<file path="src/rtl/pid_pkg.sv">
// Shared types and saturation helper for the PID error front end.
package pid_pkg;

  localparam int UW_DEFAULT = 8;
  localparam int IW_DEFAULT = 12;

  localparam int ERR_MAX   = (1 << UW_DEFAULT) - 1;
  localparam int ERR_MIN   = -ERR_MAX;
  localparam int DERIV_MAX = (1 << UW_DEFAULT) - 1;
  localparam int DERIV_MIN = -(1 << UW_DEFAULT);
  localparam int INTEG_MAX = (1 << (IW_DEFAULT - 1)) - 1;
  localparam int INTEG_MIN = -(1 << (IW_DEFAULT - 1));

  typedef enum logic {
    UNPRIMED = 1'b0,
    PRIMED   = 1'b1
  } primed_e;

  // Clamp a signed value into the two's-complement range of 'width' bits.
  function automatic logic signed [31:0] sat_signed(input logic signed [31:0] value,
                                                    input int width);
    logic signed [31:0] hi;
    logic signed [31:0] lo;
    hi = (32'sd1 <<< (width - 1)) - 32'sd1;
    lo = -(32'sd1 <<< (width - 1));
    if (value > hi) return hi;
    if (value < lo) return lo;
    return value;
  endfunction

endpackage

</file>
<file path="src/rtl/pid_error_stage_if.sv">
// Sample/result bundle between the distance sampler and the PID error stage.
interface pid_error_stage_if
  import pid_pkg::*;
#(
  parameter int UW = 8,
  parameter int IW = 12
);
  // Valid-only protocol: sample_valid_in qualifies sample_in/setpoint_in for
  // exactly one cycle and the stage always accepts it (no ready, no backpressure);
  // valid_out is a one-cycle pulse and the result outputs hold between pulses.
  logic                 sample_valid_in;
  logic [UW-1:0]        sample_in;
  logic [UW-1:0]        setpoint_in;
  logic                 clear_in;
  logic                 hold_in;
  logic                 valid_out;
  logic signed [UW:0]   err_out;
  logic signed [UW:0]   deriv_out;
  logic signed [IW-1:0] integ_out;
  primed_e              primed_state;

  modport master (
    output sample_valid_in, sample_in, setpoint_in, clear_in, hold_in,
    input  valid_out, err_out, deriv_out, integ_out, primed_state
  );

  modport slave (
    input  sample_valid_in, sample_in, setpoint_in, clear_in, hold_in,
    output valid_out, err_out, deriv_out, integ_out, primed_state
  );
endinterface

</file>
<file path="src/rtl/saturating_adder_signed.sv">
// Signed a+b with one guard bit, clamped to OUT_WIDTH two's-complement range.
module saturating_adder_signed
  import pid_pkg::*;
#(
  parameter int IN_WIDTH  = 13,
  parameter int OUT_WIDTH = 12
) (
  input  logic signed [IN_WIDTH-1:0]  a,
  input  logic signed [IN_WIDTH-1:0]  b,
  output logic signed [OUT_WIDTH-1:0] sum
);

  logic signed [IN_WIDTH:0] full;

  assign full = {a[IN_WIDTH-1], a} + {b[IN_WIDTH-1], b};
  assign sum  = OUT_WIDTH'(sat_signed(32'(full), OUT_WIDTH));

endmodule

</file>
<file path="src/rtl/pid_error_stage.sv">
// Two-stage PID front end: S1 forms the signed error, S2 forms the saturated
// D and I terms; a primed flag decides when a previous error exists.
module pid_error_stage
  import pid_pkg::*;
#(
  parameter int UNSIGNED_WIDTH = 8,
  parameter int INTEG_WIDTH    = 12
) (
  input  logic             clk_in,
  input  logic             rst_n_in,
  pid_error_stage_if.slave bus
);

  localparam int UW = UNSIGNED_WIDTH;
  localparam int IW = INTEG_WIDTH;

  logic [1:0]           rst_sync_q;
  logic                 rst_n;

  logic                 s1_valid_q;
  logic                 s1_first_q;
  logic signed [UW:0]   s1_err_q;

  logic signed [IW-1:0] integ_acc_q;
  logic signed [UW:0]   prev_q;
  primed_e              primed_q;
  primed_e              primed_d;

  logic                 cleared;
  logic signed [UW+1:0] d_a;
  logic signed [UW+1:0] d_b;
  logic signed [UW:0]   d_sum;
  logic signed [IW-1:0] i_a;
  logic signed [IW-1:0] i_b;
  logic signed [IW-1:0] i_sum;
  logic signed [UW:0]   deriv_next;
  logic signed [IW-1:0] integ_next;

  // Reset asserts immediately but is released on a clock edge.
  always_ff @(posedge clk_in or negedge rst_n_in) begin
    if (!rst_n_in) rst_sync_q <= 2'b00;
    else           rst_sync_q <= {rst_sync_q[0], 1'b1};
  end
  assign rst_n = rst_sync_q[1];

  always_ff @(posedge clk_in or negedge rst_n) begin
    if (!rst_n) begin
      s1_valid_q <= 1'b0;
      s1_first_q <= 1'b0;
      s1_err_q   <= '0;
    end else begin
      s1_valid_q <= bus.sample_valid_in;
      if (bus.sample_valid_in) begin
        s1_err_q   <= $signed({1'b0, bus.sample_in}) - $signed({1'b0, bus.setpoint_in});
        s1_first_q <= bus.clear_in;
      end
    end
  end

  // A clear tagged on the sample or arriving now makes the S2 sample a fresh start.
  assign cleared = s1_first_q | bus.clear_in;

  assign d_a = (UW+2)'(s1_err_q);
  assign d_b = -((UW+2)'(prev_q));
  assign i_a = cleared ? '0 : integ_acc_q;
  assign i_b = IW'(s1_err_q);

  saturating_adder_signed #(.IN_WIDTH(UW+2), .OUT_WIDTH(UW+1)) u_deriv_add (
    .a   (d_a),
    .b   (d_b),
    .sum (d_sum)
  );

  saturating_adder_signed #(.IN_WIDTH(IW), .OUT_WIDTH(IW)) u_integ_add (
    .a   (i_a),
    .b   (i_b),
    .sum (i_sum)
  );

  always_comb begin
    deriv_next = d_sum;
    integ_next = i_sum;
    if (cleared || primed_q == UNPRIMED) deriv_next = '0;
    if (!cleared && bus.hold_in)          integ_next = integ_acc_q;
  end

  always_comb begin
    primed_d = primed_q;
    if (s1_valid_q)        primed_d = PRIMED;
    else if (bus.clear_in) primed_d = UNPRIMED;
  end

  always_ff @(posedge clk_in or negedge rst_n) begin
    if (!rst_n) primed_q <= UNPRIMED;
    else        primed_q <= primed_d;
  end

  always_ff @(posedge clk_in or negedge rst_n) begin
    if (!rst_n) begin
      bus.valid_out <= 1'b0;
      bus.err_out   <= '0;
      bus.deriv_out <= '0;
      bus.integ_out <= '0;
      integ_acc_q   <= '0;
      prev_q        <= '0;
    end else begin
      bus.valid_out <= s1_valid_q;
      if (s1_valid_q) begin
        bus.err_out   <= s1_err_q;
        bus.deriv_out <= deriv_next;
        bus.integ_out <= integ_next;
        integ_acc_q   <= integ_next;
        prev_q        <= s1_err_q;
      end else if (bus.clear_in) begin
        integ_acc_q <= '0;
        prev_q      <= '0;
      end
    end
  end

  assign bus.primed_state = primed_q;

endmodule
</file>
<file path="src/flat_wrapper.sv">
// flat-port wrapper written by rule: the top's interface ports become plain ports
module pid_error_stage_flat import pid_pkg::*;
#(
  parameter int UNSIGNED_WIDTH = 8,
  parameter int INTEG_WIDTH    = 12
)
  (clk_in, rst_n_in, bus_sample_valid_in, bus_sample_in, bus_setpoint_in, bus_clear_in, bus_hold_in, bus_valid_out, bus_err_out, bus_deriv_out, bus_integ_out, bus_primed_state);
  pid_error_stage_if bus_i ();
  input  logic clk_in;
  input  logic rst_n_in;
  input wire logic [$bits(bus_i.sample_valid_in)-1:0] bus_sample_valid_in;
  input wire logic [$bits(bus_i.sample_in)-1:0] bus_sample_in;
  input wire logic [$bits(bus_i.setpoint_in)-1:0] bus_setpoint_in;
  input wire logic [$bits(bus_i.clear_in)-1:0] bus_clear_in;
  input wire logic [$bits(bus_i.hold_in)-1:0] bus_hold_in;
  output wire logic [$bits(bus_i.valid_out)-1:0] bus_valid_out;
  output wire logic [$bits(bus_i.err_out)-1:0] bus_err_out;
  output wire logic [$bits(bus_i.deriv_out)-1:0] bus_deriv_out;
  output wire logic [$bits(bus_i.integ_out)-1:0] bus_integ_out;
  output wire logic [$bits(bus_i.primed_state)-1:0] bus_primed_state;
  assign bus_i.sample_valid_in = bus_sample_valid_in;
  assign bus_i.sample_in = bus_sample_in;
  assign bus_i.setpoint_in = bus_setpoint_in;
  assign bus_i.clear_in = bus_clear_in;
  assign bus_i.hold_in = bus_hold_in;
  assign bus_valid_out = bus_i.valid_out;
  assign bus_err_out = bus_i.err_out;
  assign bus_deriv_out = bus_i.deriv_out;
  assign bus_integ_out = bus_i.integ_out;
  assign bus_primed_state = bus_i.primed_state;
  pid_error_stage #(.UNSIGNED_WIDTH(UNSIGNED_WIDTH), .INTEG_WIDTH(INTEG_WIDTH)) u_core (.clk_in(clk_in), .rst_n_in(rst_n_in), .bus(bus_i));
endmodule
</file>
<file path="config.mk">
export PLATFORM = sky130hd
export DESIGN_NAME = pid_error_stage_flat
export DESIGN_NICKNAME = d
export VERILOG_FILES = /design/src/rtl/pid_pkg.sv /design/src/rtl/pid_error_stage_if.sv /design/src/rtl/saturating_adder_signed.sv /design/src/rtl/pid_error_stage.sv /design/src/flat_wrapper.sv
export SDC_FILE = /design/constraint.sdc
export NUM_CORES = 1
export LEC_CHECK = 0
export BUFFER_PORTS_ARGS = -buffer_cell sky130_fd_sc_hd__buf_2
export CAP_MARGIN = 30
export CORE_MARGIN = 4
export CORE_UTILIZATION = 30
export DETAILED_ROUTE_END_ITERATION = 12
export PLACE_DENSITY = 0.59
export REMOVE_ABC_BUFFERS = 1
export SYNTH_ARGS = -nofsm -noshare
export SYNTH_HDL_FRONTEND = slang
export SYNTH_SLANG_ARGS = --single-unit
</file>
<file path="constraint.sdc">
create_clock -name clk_in -period 5.15 [get_ports clk_in]
set_clock_uncertainty 0.15 [all_clocks]
set_input_delay 0 -clock clk_in [delete_from_list [all_inputs] [get_ports clk_in]]
set_output_delay 0 -clock clk_in [all_outputs]
set_load 0.005 [all_outputs]
</file>
After elaboration in Yosys (flattened, before gate mapping)

Cells that the tools add are included.

Word-level logic and storage cells: 48
Register bits: 66
Output and inout bits: 32
Input bits: 21

Reduce and logical (&&, ||, !) cells: 4
Bitwise gates (word level): 2
Add/sub/neg operators: 4
Mux-type cells: 23
$lt $le $gt $ge: 4

Operator list:

| operator               | number |
|---|---|
| $mux W12               | 8 |
| $mux W9                | 7 |
| $add A12 B9 Y13        | 1 |
| $gt A13 B12 Y1 const B | 1 |
| $lt A13 B12 Y1 const B | 1 |
| $add A9 B10 Y11        | 1 |
| $gt A11 B9 Y1 const B  | 1 |
| $lt A11 B9 Y1 const B  | 1 |
| $neg A9 Y10            | 1 |
| $sub A8 B8 Y9          | 1 |
| $mux W1                | 8 |
| $reduce_bool A2 Y1     | 1 |
| $logic_and A1 B1 Y1    | 1 |
| $logic_not A1 Y1       | 1 |
| $logic_or A1 B1 Y1     | 1 |
| $not A1 Y1             | 1 |
| $or A1 B1 Y1           | 1 |

Logic depth before layout (Yosys ltp)

Gate-level depths: netlist of the first run.

Word-level depth: 10
Depth in mapped cells: 14
Gate-level depth less buffers: 12

By module

From an unflattened synthesis of the first run, not the netlist that was laid out.

Cell total of the unflattened synthesis: 484
Area, all modules: 4707.0 µm²

Modules (own cells, without submodules):

| module                                       | area an instance (µm²) | sequential area each (µm²) | instances | cells each |
|---|---|---|---|---|
| pid_error_stage                              | 3129.3                 | 1651.6                     | 1         | 275 |
| saturating_adder_signed (u_core.u_integ_add) | 1017.2                 | 0.0                        | 1         | 139 |
| saturating_adder_signed (u_core.u_deriv_add) | 560.5                  | 0.0                        | 1         | 70 |

Worst setup path before layout of the first run

No wires, ideal clock.

Path type: reg-to-reg
From: reg u_core.s1_first_q
To: reg u_core.bus.integ_out[9]
Data arrival time: 2.802 ns
Required time: 4.873 ns
Path slack: 2.071 ns
Period minus slack after synthesis: 3.079 ns
Stages on the path, launching flop included: 14
Path buffers: 3
Setup time: 0.127 ns
Cells stage by stage: dfrtp_1 -> nor2_1 -> buf_6 -> clkbuf_1 -> and2_1 -> ha_1 -> clkbuf_2 -> and4_4 -> and4b_4 -> a211oi_4 -> mux2i_1 -> nor2_4 -> a221oi_2 -> o2bb2ai_1

Cells in the longest elaborated chain, start to end: 9
Elaborated cells on any way between the ends: 14
Those cells by class: add/sub: 1; order compare: 2; mux: 8; bitwise: 1; reduce/logical: 2

Ends and longest elaborated chain:

| element                | RTL line                      | RTL |
|---|---|---|
| start, declared        | pid_error_stage.sv:21         | `logic s1_first_q;` |
| start signal, assigned | pid_error_stage.sv:55         | `s1_first_q <= bus.clear_in;` |
| $or A1 B1 Y1 *         | pid_error_stage.sv:61         | `assign cleared = s1_first_q \| bus.clear_in;` |
| $mux W12               | pid_error_stage.sv:65         | `assign i_a = cleared ? '0 : integ_acc_q;` |
| $add A12 B9 Y13        | saturating_adder_signed.sv:15 | `assign full = {a[IN_WIDTH-1], a} + {b[IN_WIDTH-1], b};` |
| $lt A13 B12 Y1         | pid_pkg.sv:27                 | `if (value < lo) return lo;` |
| $mux W1 (2 in series)  | pid_pkg.sv:27                 |  |
| $mux W12               | pid_pkg.sv:28                 | `return value;` |
| $mux W12               | pid_pkg.sv:27                 |  |
| $mux W12 *             | pid_error_stage.sv:84         | `if (!cleared && bus.hold_in) integ_next = integ_acc_q;` |
| end signal, assigned   | pid_error_stage.sv:111        | `bus.integ_out <= integ_next;` |
| end, declared          | pid_error_stage_if.sv:29      | `output valid_out, err_out, deriv_out, integ_out, primed_state` |

Mark *: on every way between the ends. The rest lies on a longest branch, timed or not. The select of a mux whose other input is x is not followed.
A chain may end at the register's enable or synchronous reset.

Worst setup path after layout of the first run

From: reg u_core.s1_first_q
To: reg u_core.bus.integ_out[2]

The elaborated chain is that of the path after synthesis.

==> flow_metrics.py, run 1 <==
metrics = {
    "status": {
        "status": "completed",
    },
    "placement": {
        "dp_hpwl_um": 7330,
        "gp_congestion": 0.842,
        "placed_cell_area_sq_um": 4480,
        "pre_cts_ws_ns": 1.85,
        "io_buffers": 52,
    },
    "finish": {
        "nFillCells": 1355,
        "final_area_sq_um": 4960,
        "area_growth_pct": 20.8,
        "n_antenna_cell": 0,
        "seq_area_sq_um": 1650,
        "layout-drive-gt1-share_pct": 20.1,
        "multi_input_area_sq_um": 2190,
        "fin_nets": 540,
    },
    "run": {
        "drv_cap": 0,
    },
    "logic_synthesis": {
        "netlist.area_leader.share_pct": 40.3,
        "ys_warn_count": 0,
        "ys_types": 60,
        "synth-edff-count": 0,
        "synth_area_sq_um": 4100,
        "synthTopCellsByCount": "dfrtp_1, inv_1, nand2_1",
        "postSynthRegisterBits": 66,
        "netlist_instances": 424,
        "ys.flop_type": "dfrtp_1",
        "synth_area_leader_cell": "dfrtp_1",
        "avgSynthCellArea_sq_um": 9.68,
        "ys_seq_area_share_pct": 40.3,
        "synth.most_common_cell": "dfrtp_1",
        "synth_area_leaders": "dfrtp_1, ha_1, mux2_2",
        "async_reset_ff_share_pct": 100,
    },
    "route": {
        "drtIter0Drc": 157,
        "wl_per_cell_um": 14.9,
        "ant_nets": 0,
        "wirelength_um": 9940,
        "drc": 0,
        "via_per_inst": 4.87,
        "first_pass_iters": 4,
        "num_vias": 3251,
    },
    "worst_setup_path": {
        "crit_path_start_kind": "flip-flop",
        "critPathCaptureType": "flip-flop",
        "cp_max_fo": 20,
        "crit_buf_inv": 2,
        "crit_slowest_cell": "a21oi_2",
        "path_class": "reg -> reg",
        "cpPeakStageDelay_ns": 0.48,
        "path_cells": "nor2_1 > buf_4 > and2_1 > ha_1 > inv_1 > fa_1 > nor2b_1 > o211ai_1 > a21oi_1 > nor3_2 > a21oi_2 > a32oi_1 > nand3_1",
        "worstPathArrival_ns": 3.46,
        "cp_top_family": "compound AO/OA/AOI/OAI gates",
        "required_ns": 5.26,
    },
    "global_route": {
        "grt_util_all_layers_pct": 13.2,
        "first_global_vias": 3329,
        "grt_pass1_wl_um": 16800,
        "grt_max_degree": 65,
        "antenna_found_initial": 0,
        "grt-ovfl-total": 0,
    },
    "sta": {
        "rsz0062_at_grt": "false",
        "setup_violations": 0,
        "finalHoldViolCount": 0,
        "fin_tns_setup_ns": 0,
        "relSlewSlack_pct": 32.8,
        "fin_crit_ns": 3.35,
        "fin_ws_ns": 1.80,
        "max_freq_mhz": 298,
        "tightest_slew_ns": 1.01,
        "finalCritPeriodShare_pct": 65.1,
        "slew_viol_final": 0,
    },
    "power_and_ir_drop": {
        "p_per_area_nw_per_um2": 459,
        "ir_drop_mv": 0.170,
        "power.leakage_nw": 2.32,
    },
    "clocking": {
        "post_cts_resized": 0,
        "cts_inserted_buffers": 9,
        "clkTransAtPathRegs_ns": 0.06,
        "cts_setup_buffers": 0,
        "clkSinkCount": 66,
        "hold_buffers": 12,
        "cts_tree": "done",
        "cts.path.max_buffers": 2,
        "clk_latency_ns": 0.33,
        "cts_root_buf": "clkbuf_16",
        "cts_max_level": 3,
    },
    "die": {
        "start_util_pct": 30.9,
        "die_area_sq_um": 15600,
        "ios": 53,
        "fp.dieH_um": 125,
        "die_width_um": 125,
        "coreArea_sq_um": 13300,
        "rows": 42,
    },
    "hold_path": {
        "hp-class": "in -> reg",
    },
}
sequential cells by signal, summed over array words and instances (netlist names):
register / flops
u_core.bus.valid_out: 1
u_core.s1_err_q: 9
u_core.bus.integ_out: 12
u_core.rst_sync_q: 2
u_core.integ_acc_q: 12
u_core.bus.primed_state: 1
u_core.s1_valid_q: 1
u_core.s1_first_q: 1
u_core.bus.deriv_out: 9
u_core.prev_q: 9
u_core.bus.err_out: 9
area by class of cell:
class                      count  area share [%]
tap                          176            4.44
multi-input combinational    306            44.1
timing repair buffer          68            8.28
clock inverter                 6            2.30
clock buffer                  10            4.82
sequential                    66            33.3
inverter                      36            2.73
power by group:
group	total [mW]	internal (mW)	switching [mW]
Combinational	0.794	0.364	0.431
Clock	0.713	0.486	0.226
Sequential	0.771	0.661	0.110
tightest hold or removal path: cells and delay by family:
family	cells	cell delay, ns
xor+xnor	1	0.12
mux	1	0.13
fa+ha+maj	1	0.16
buf+inv	1	0.08
layout by cell type, fill, tap and decap left out, types with 14 or more instances in the layout:
master	synthesis	final
dfrtp_1	66	65
buf_2	1	52
inv_1	36	36
nand2_1	35	35
nor2_1	29	29
ha_1	29	29
o21ai_0	28	28
a21oi_1	18	18
mux2_2	15	15
nand3_1	14	14
metal layers:
| metal | vias up | GRT usage [%] | part of all wire [%] |
|---|---|---|---|
| li1 | 1629 | - | - |
| met5 | - | 0 | 0 |
| met2 | 69 | 20.3 | 44 |
| met1 | 1543 | 18.7 | 51 |
| met4 | 0 | 5.04 | 1.7 |
| met3 | 10 | 2.39 | 3.9 |
through the flow:
| step | power, mW | utilization (%) | instances | hold WS (ns) |
|---|---|---|---|---|
| after floorplan | 1.30 | - | 408 | -0.446 |
| after global placement | 1.56 | 33.7 | 640 | -0.365 |
| after detailed placement | 1.57 | 33.7 | 640 | -0.361 |
| after CTS | 2.31 | 37.3 | 668 | 0.0403 |
| after global routing | 2.45 | 37.3 | 668 | 0.0557 |
| final | 2.28 | 37.3 | 668 | 0.0483 |
final timing paths:
check	from	endpoint	slack (ns)	depth (start not counted)
max reg2reg	u_core.s1_first_q	u_core.bus.integ_out[2]	1.80	13
max in group asynchronous	u_core.rst_sync_q[1]	u_core.integ_acc_q[1]	4.04	1
min in group asynchronous	u_core.rst_sync_q[1]	u_core.bus.integ_out[2]	0.29	1
min	bus_sample_in[5]	u_core.s1_err_q[5]	0.05	4
max	u_core.s1_first_q	u_core.bus.integ_out[2]	1.80	13
min reg2reg	u_core.rst_sync_q[0]	u_core.rst_sync_q[1]	0.19	0
cell families (layout without fill, tap and decap cells):
group	Yosys count	in the layout	synth area share [%]
multiplexers	16	16	4.36
flip-flops	66	66	40.3
XOR/XNOR	19	19	4.06
adder cells (fa/ha/maj)	32	32	10.3
AND/OR/NAND/NOR	119	119	14.4
other	1	1	0.0914
buffers and inverters	52	120	6.47
AO/OA/AOI/OAI	119	119	20.1
Power figures use the tool's default switching activity.
==> inputs of run 2 (changes only) <==
Settings changed: ABC_AREA from default to 1, PLACE_DENSITY 0.59 to 0.61.
Clock period 5.15 ns to 2.8 ns, I/O delays scaled along.
==> run 2 against run 1 <==
Compared with the run above:
- count of clock-buffer cells in the layout grew 1
- wire length shrank 0.81%
- flip-flop and latch count is the same
- highest routed layer unchanged
- maximum frequency grew 28%
- worst hold slack lost 0.040 ns
- largest power group unchanged
- first-iteration DRC count grew 20%
==> flow_metrics.py, run 2 <==
metrics = {
    "status": {
        "status": "completed",
    },
    "die": {
        "ios": 53,
        "coreArea_sq_um": 13300,
        "start_util_pct": 30.8,
        "fp.dieH_um": 125,
        "die_area_sq_um": 15700,
        "rows": 42,
        "die_width_um": 125,
    },
    "global_route": {
        "grt_pass1_wl_um": 16700,
        "grt_util_all_layers_pct": 13.1,
        "grtUsageMet2_pct": 20.2,
        "grt_max_degree": 48,
        "grt-ovfl-total": 0,
        "grtUsageMet1_pct": 18.3,
        "met3_usage_pct": 2.43,
        "first_global_vias": 3457,
        "antenna_found_initial": 0,
        "top_usage_layer": "met2",
    },
    "logic_synthesis": {
        "synth_area_leaders": "dfrtp_1, nand2_1, ha_1",
        "synth_compound_area_share_pct": 11.9,
        "synth_xor_area_share_pct": 3.19,
        "synth-edff-count": 0,
        "synth.most_common_cell": "nand2_1",
        "ys_warn_count": 0,
        "synthTopCellsByCount": "nand2_1, inv_1, dfrtp_1",
        "synth_mux_area_share_pct": 0,
        "synth_area_leader_cell": "dfrtp_1",
        "netlist_instances": 534,
        "synth_top_family_by_area": "simple AND/OR/NAND/NOR gates",
        "yosys.area_share.adder_pct": 10.3,
        "synth_area_sq_um": 4120,
        "netlist.area_leader.share_pct": 40.1,
        "ys_seq_area_share_pct": 40.1,
        "ys.flop_type": "dfrtp_1",
        "postSynthRegisterBits": 66,
        "ys_types": 39,
        "synth-simple-area-share_pct": 25.1,
        "async_reset_ff_share_pct": 100,
        "avgSynthCellArea_sq_um": 7.71,
    },
    "placement": {
        "io_buffers": 52,
        "dp_hpwl_um": 7570,
        "gp_congestion": 0.915,
    },
    "finish": {
        "layout-drive-gt1-share_pct": 17.8,
        "area_growth_pct": 22.9,
        "top_regs": "u_core.bus.integ_out: 12 flops, u_core.integ_acc_q: 12 flops",
        "final_cell_mix": "nand2_1, inv_1, dfrtp_1",
        "fin_nets": 660,
        "final_common_cell": "nand2_1",
        "n_antenna_cell": 0,
        "finalCoreUtilization_pct": 37.9,
    },
    "run": {
        "drv_cap": 0,
    },
    "route": {
        "first_pass_iters": 4,
        "wirelength_um": 9860,
        "via_per_inst": 4.49,
        "wl_per_cell_um": 12.5,
        "num_vias": 3542,
        "drc": 0,
        "ant_nets": 0,
        "drtIter0Drc": 188,
    },
    "clocking": {
        "cts_root_buf": "clkbuf_16",
        "clkSinkCount": 66,
        "cts_inserted_buffers": 9,
        "cts_max_level": 3,
        "clkTransAtPathRegs_ns": 0.06,
        "cts.path.max_buffers": 2,
        "clk_latency_ns": 0.34,
        "cts_tree": "done",
    },
    "worst_setup_path": {
        "cp_max_fo": 11,
        "worstPathArrival_ns": 2.66,
        "critPathCaptureType": "flip-flop",
        "regToRegSetupSlack_ns": 0.19,
        "required_ns": 2.85,
        "path_class": "reg -> reg",
        "crit_path_start_kind": "flip-flop",
    },
    "sta": {
        "setup_violations": 0,
        "slew_viol_final": 0,
        "relSlewSlack_pct": 54.3,
        "finalHoldViolCount": 0,
        "fin_crit_ns": 2.61,
        "max_freq_mhz": 383,
        "fin_tns_setup_ns": 0,
        "finalCritPeriodShare_pct": 93.2,
        "tightest_slew_ns": 0.685,
    },
    "power_and_ir_drop": {
        "ir_drop_mv": 0.317,
        "p_total_mw": 3.62,
        "p_per_area_nw_per_um2": 716,
        "power.leakage_nw": 2.73,
    },
    "hold_path": {
        "hp-class": "in -> reg",
    },
}
==> run 2: cell count changes after synthesis, sizes merged, moves of 8 or more <==
| cell | previous run | this run |
|---|---|---|
| nand2 | 36 | 165 |
| inv | 36 | 89 |
| mux2 | 15 | 0 |
| and2 | 12 | 0 |
| o21ai | 32 | 43 |
| nand3 | 14 | 24 |
| a21o | 10 | 1 |
| a22o | 9 | 0 |
| o22ai | 0 | 9 |
| buf | 8 | 0 |
==> run 2: path summary, 6_finish.rpt <==
kind | startpoint | end | cells after the start
setup / recovery | u_core.s1_first_q | u_core.integ_acc_q[5] | 17
max in group asynchronous | u_core.rst_sync_q[1] | u_core.bus.deriv_out[1] | 1
hold reg to reg | u_core.rst_sync_q[1] | u_core.bus.integ_out[3] | 0
setup reg to reg | u_core.s1_first_q | u_core.integ_acc_q[5] | 17
min in group asynchronous | u_core.rst_sync_q[1] | u_core.bus.integ_out[3] | 0
hold / removal | bus_sample_in[4] | u_core.s1_err_q[4] | 4
==> run 2: timing repair <==
item | 4_1_cts | 5_1_grt
setup endpoints to repair | 0 | 23
resized for setup | 0 | 8
hold buffers | 12 | 0
endpoints found under the hold margin | 17 | 0
buffers inserted | 0 | 3
==> run 2: logic make-up after synthesis <==
family | after synthesis
other | 1
DFF | 66
and+or+nand+nor | 236
AOI/OAI and AO/OA | 84
adders and majority gates | 32
buffers and inverters | 100
xor gates and xnor gates | 15
==> run 2: layer usage <==
| metal | up-vias | wire, um |
|---|---|---|
| met5 | - | 0 |
| met4 | 0 | 190 |
| met3 | 13 | 412 |
| met2 | 68 | 4310 |
| met1 | 1623 | 4950 |
| li1 | 1838 | - |
==> run 2: layout make-up <==
class / count / area [sq um]
Fill cell: 1391 / 8290
Multi-Input combinational cell: 368 / 2120
Sequential cell: 66 / 1650
Timing Repair Buffer: 72 / 453
Inverter: 90 / 343
Clock buffer: 11 / 243
Tap cell: 176 / 220
Clock inverter: 5 / 30.0
==> run 2: stage by stage <==
stage / instance area, sq um / hold slack (ns) / instances / setup WS (ns)
final: 5060 / 0.00824 / 788 / 0.192
after global routing: 5060 / 0.0348 / 788 / -0.00751
after CTS: 5000 / 0.00288 / 785 / 0.0712
after detailed placement: 4610 / -0.359 / 757 / 0.0830
after global placement: 4610 / -0.363 / 757 / 0.188
after floorplan: 4080 / -0.446 / 524 / 0.237
==> run 2: power breakdown <==
| group | switching [mW] | total [mW] | internal, mW |
|---|---|---|---|
| registers | 0.130 | 1.29 | 1.16 |
| clock network | 0.420 | 1.04 | 0.618 |
| logic | 0.776 | 1.30 | 0.523 |
| total | 1.33 | 3.62 | 2.30 |
==> run 2: worst max-delay path, stage by stage (launching register included) <==
cell	delay [ns]
dfrtp_1	0.39
nor2_2	0.12
inv_1	0.07
buf_4	0.18
nor2_1	0.09
ha_1	0.28
nand2_1	0.13
nand2_1	0.08
a21oi_2	0.22
nand3_2	0.11
nand2_2	0.09
nand2_4	0.09
nand2_4	0.10
nand2_8	0.08
inv_6	0.10
nand2_1	0.05
nand2_1	0.07
o21ai_1	0.06
==> inputs of run 3 (changes only) <==
Settings changed: CORE_ASPECT_RATIO from default to 0.5.
==> run 3 against run 2 <==
Compared with the run above:
- register-to-register slack gained 0.04 ns
- setup slack gained 0.038 ns
- utilization grew 1.6 points
- flip-flop and latch count is the same
- sequential share of layout area shrank 0.55 points
- global-route usage is essentially flat
- clock power grew 24%
- power grew 7.5%
- critical endpoint is now u_core.integ_acc_q[6]
==> flow_metrics.py, run 3 (synthesized netlist as in run 2, its figures left out) <==
metrics = {
    "finish": {
        "seq_area_sq_um": 1650,
        "n_antenna_cell": 0,
        "final_common_cell": "nand2_1",
        "area_growth_pct": 25.0,
        "final_cell_mix": "nand2_1, inv_1, dfrtp_1",
        "stdcell_count": 783,
        "fin_nets": 661,
        "nFillCells": 1321,
        "layout-drive-gt1-share_pct": 18.6,
        "multi_input_area_sq_um": 2130,
        "top_regs": "u_core.bus.integ_out: 12 flops, u_core.integ_acc_q: 12 flops",
    },
    "hold_path": {
        "whs_endpoint": "u_core.s1_err_q[7]",
        "min_path_cells": 5,
        "worst_hold_startpoint": "bus_setpoint_in[7]",
        "hp-class": "in -> reg",
    },
    "power_and_ir_drop": {
        "p_per_area_nw_per_um2": 757,
        "ir_drop_mv": 0.313,
        "power.leakage_nw": 2.78,
        "p_total_mw": 3.90,
    },
    "global_route": {
        "grt-ovfl-total": 0,
        "grt_pass1_wl_um": 16900,
        "first_global_vias": 3359,
        "antenna_found_initial": 0,
        "grt_util_all_layers_pct": 13.1,
        "grt_max_degree": 48,
    },
    "die": {
        "ios": 53,
        "coreArea_sq_um": 13000,
        "fp.dieH_um": 90.8,
        "die_area_sq_um": 15800,
        "rows": 29,
        "die_width_um": 174,
        "start_util_pct": 31.6,
    },
    "sta": {
        "tightest_slew_ns": 0.717,
        "finalHoldViolCount": 0,
        "fin_crit_ns": 2.57,
        "finalCritPeriodShare_pct": 91.8,
        "slew_viol_final": 0,
        "setup_violations": 0,
        "max_freq_mhz": 389,
        "fin_ws_ns": 0.230,
        "fin_tns_setup_ns": 0,
        "relSlewSlack_pct": 52.2,
        "whs_ns": 0.0178,
    },
    "clocking": {
        "clkTransAtPathRegs_ns": 0.06,
        "cts_inserted_buffers": 9,
        "clk_latency_ns": 0.34,
        "cts.path.max_buffers": 2,
        "cts_tree": "done",
        "clkSinkCount": 66,
        "cts_max_level": 3,
        "cts_root_buf": "clkbuf_16",
    },
    "worst_setup_path": {
        "required_ns": 2.84,
        "r2r-end": "u_core.integ_acc_q[6]",
        "r2r-start": "u_core.s1_first_q",
        "crit_path_start_kind": "flip-flop",
        "critPathCaptureType": "flip-flop",
        "rr_worst_depth": 17,
        "crit_slowest_cell": "dfrtp_1",
        "regToRegSetupSlack_ns": 0.23,
        "path_cells": "nor2_2 > inv_1 > buf_4 > nor2_1 > ha_1 > a21oi_2 > o21ai_4 > nand2_2 > nand3_2 > nand2_2 > nand2_4 > nand2_4 > nand2_8 > inv_6 > nand2_1 > nand2_1 > o21ai_1",
        "path_class": "reg -> reg",
        "cpPeakStageDelay_ns": 0.38,
        "cp_max_fo": 11,
        "worstPathArrival_ns": 2.61,
    },
    "placement": {
        "dp_hpwl_um": 7530,
        "pre_cts_ws_ns": 0.0802,
        "dp.cells": 750,
        "gp_congestion": 0.856,
        "io_buffers": 52,
    },
    "route": {
        "via_per_inst": 4.47,
        "wirelength_um": 9820,
        "num_vias": 3499,
        "wl_per_cell_um": 12.5,
        "first_pass_iters": 5,
        "drc": 0,
        "drtIter0Drc": 182,
        "ant_nets": 0,
    },
    "run": {
        "drv_cap": 0,
    },
    "status": {
        "status": "completed",
    },
}
run 3: cell types whose count changed in the layout (fill, tap and decap cells not counted), sizes merged:
| cell | change |
|---|---|
| clkinv | +1 |
| bufinv | +3 |
| clkinvlp | -2 |
| buf | +1 |
| clkbuf | -2 |
run 3: per-stage QoR:
step	cell area [sq um]	util (%)
6_report	5150	39.5
3_3_place_gp	4600	35.3
2_1_floorplan	4080	-
3_5_place_dp	4600	35.3
4_1_cts	5060	38.8
5_1_grt	5150	39.5
run 3: where the power goes:
group / switching [mW] / internal (mW)
combinational: 0.778 / 0.534
sequential: 0.135 / 1.16
clock: 0.424 / 0.868
run 3: cell type report:
class                           count  area share, %
Tap cell                          170           4.13
Timing Repair Buffer               73           8.95
Sequential cell                    66           32.1
Clock buffer                        9           4.38
Inverter                           90           6.66
Clock inverter                      7           2.29
Multi-Input combinational cell    368           41.5
run 3: what timing repair did:
item,4_1_cts,5_1_grt
endpoints found under the setup margin,0,24
setup buffers,0,5
hold buffers,12,0
resized for setup,0,11
endpoints found under the hold margin,18,0
run 3: worst max-delay path, delay by kind of cell, from the launching register on:
| family | cells | cell delay, ns |
|---|---|---|
| buf+inv | 3 | 0.35 |
| flops | 1 | 0.38 |
| compound gates | 3 | 0.37 |
| fa+ha+maj | 1 | 0.31 |
| simple gates | 10 | 0.85 |
run 3: worst max path at each step:
stage	end	slack [ns]	depth (start not counted)	start
global route	u_core.integ_acc_q[5]	-0.04	17	u_core.s1_first_q
CTS	u_core.integ_acc_q[10]	0.06	17	u_core.s1_first_q
global placement	u_core.integ_acc_q[8]	0.16	17	u_core.s1_first_q
detailed placement	u_core.integ_acc_q[6]	0.08	17	u_core.s1_first_q
floorplan	u_core.integ_acc_q[10]	0.24	16	u_core.s1_first_q
finish	u_core.integ_acc_q[6]	0.23	17	u_core.s1_first_q
run 3: layer usage:
| layer | track usage, % | wire [um] | vias to the layer above |
|---|---|---|---|
| met2 | 18.6 | 4020 | 55 |
| met3 | 3.22 | 376 | 9 |
| met4 | 3.75 | 98 | 0 |
| met1 | 19.6 | 5320 | 1599 |
| met5 | 0 | 0 | - |
| li1 | - | - | 1836 |
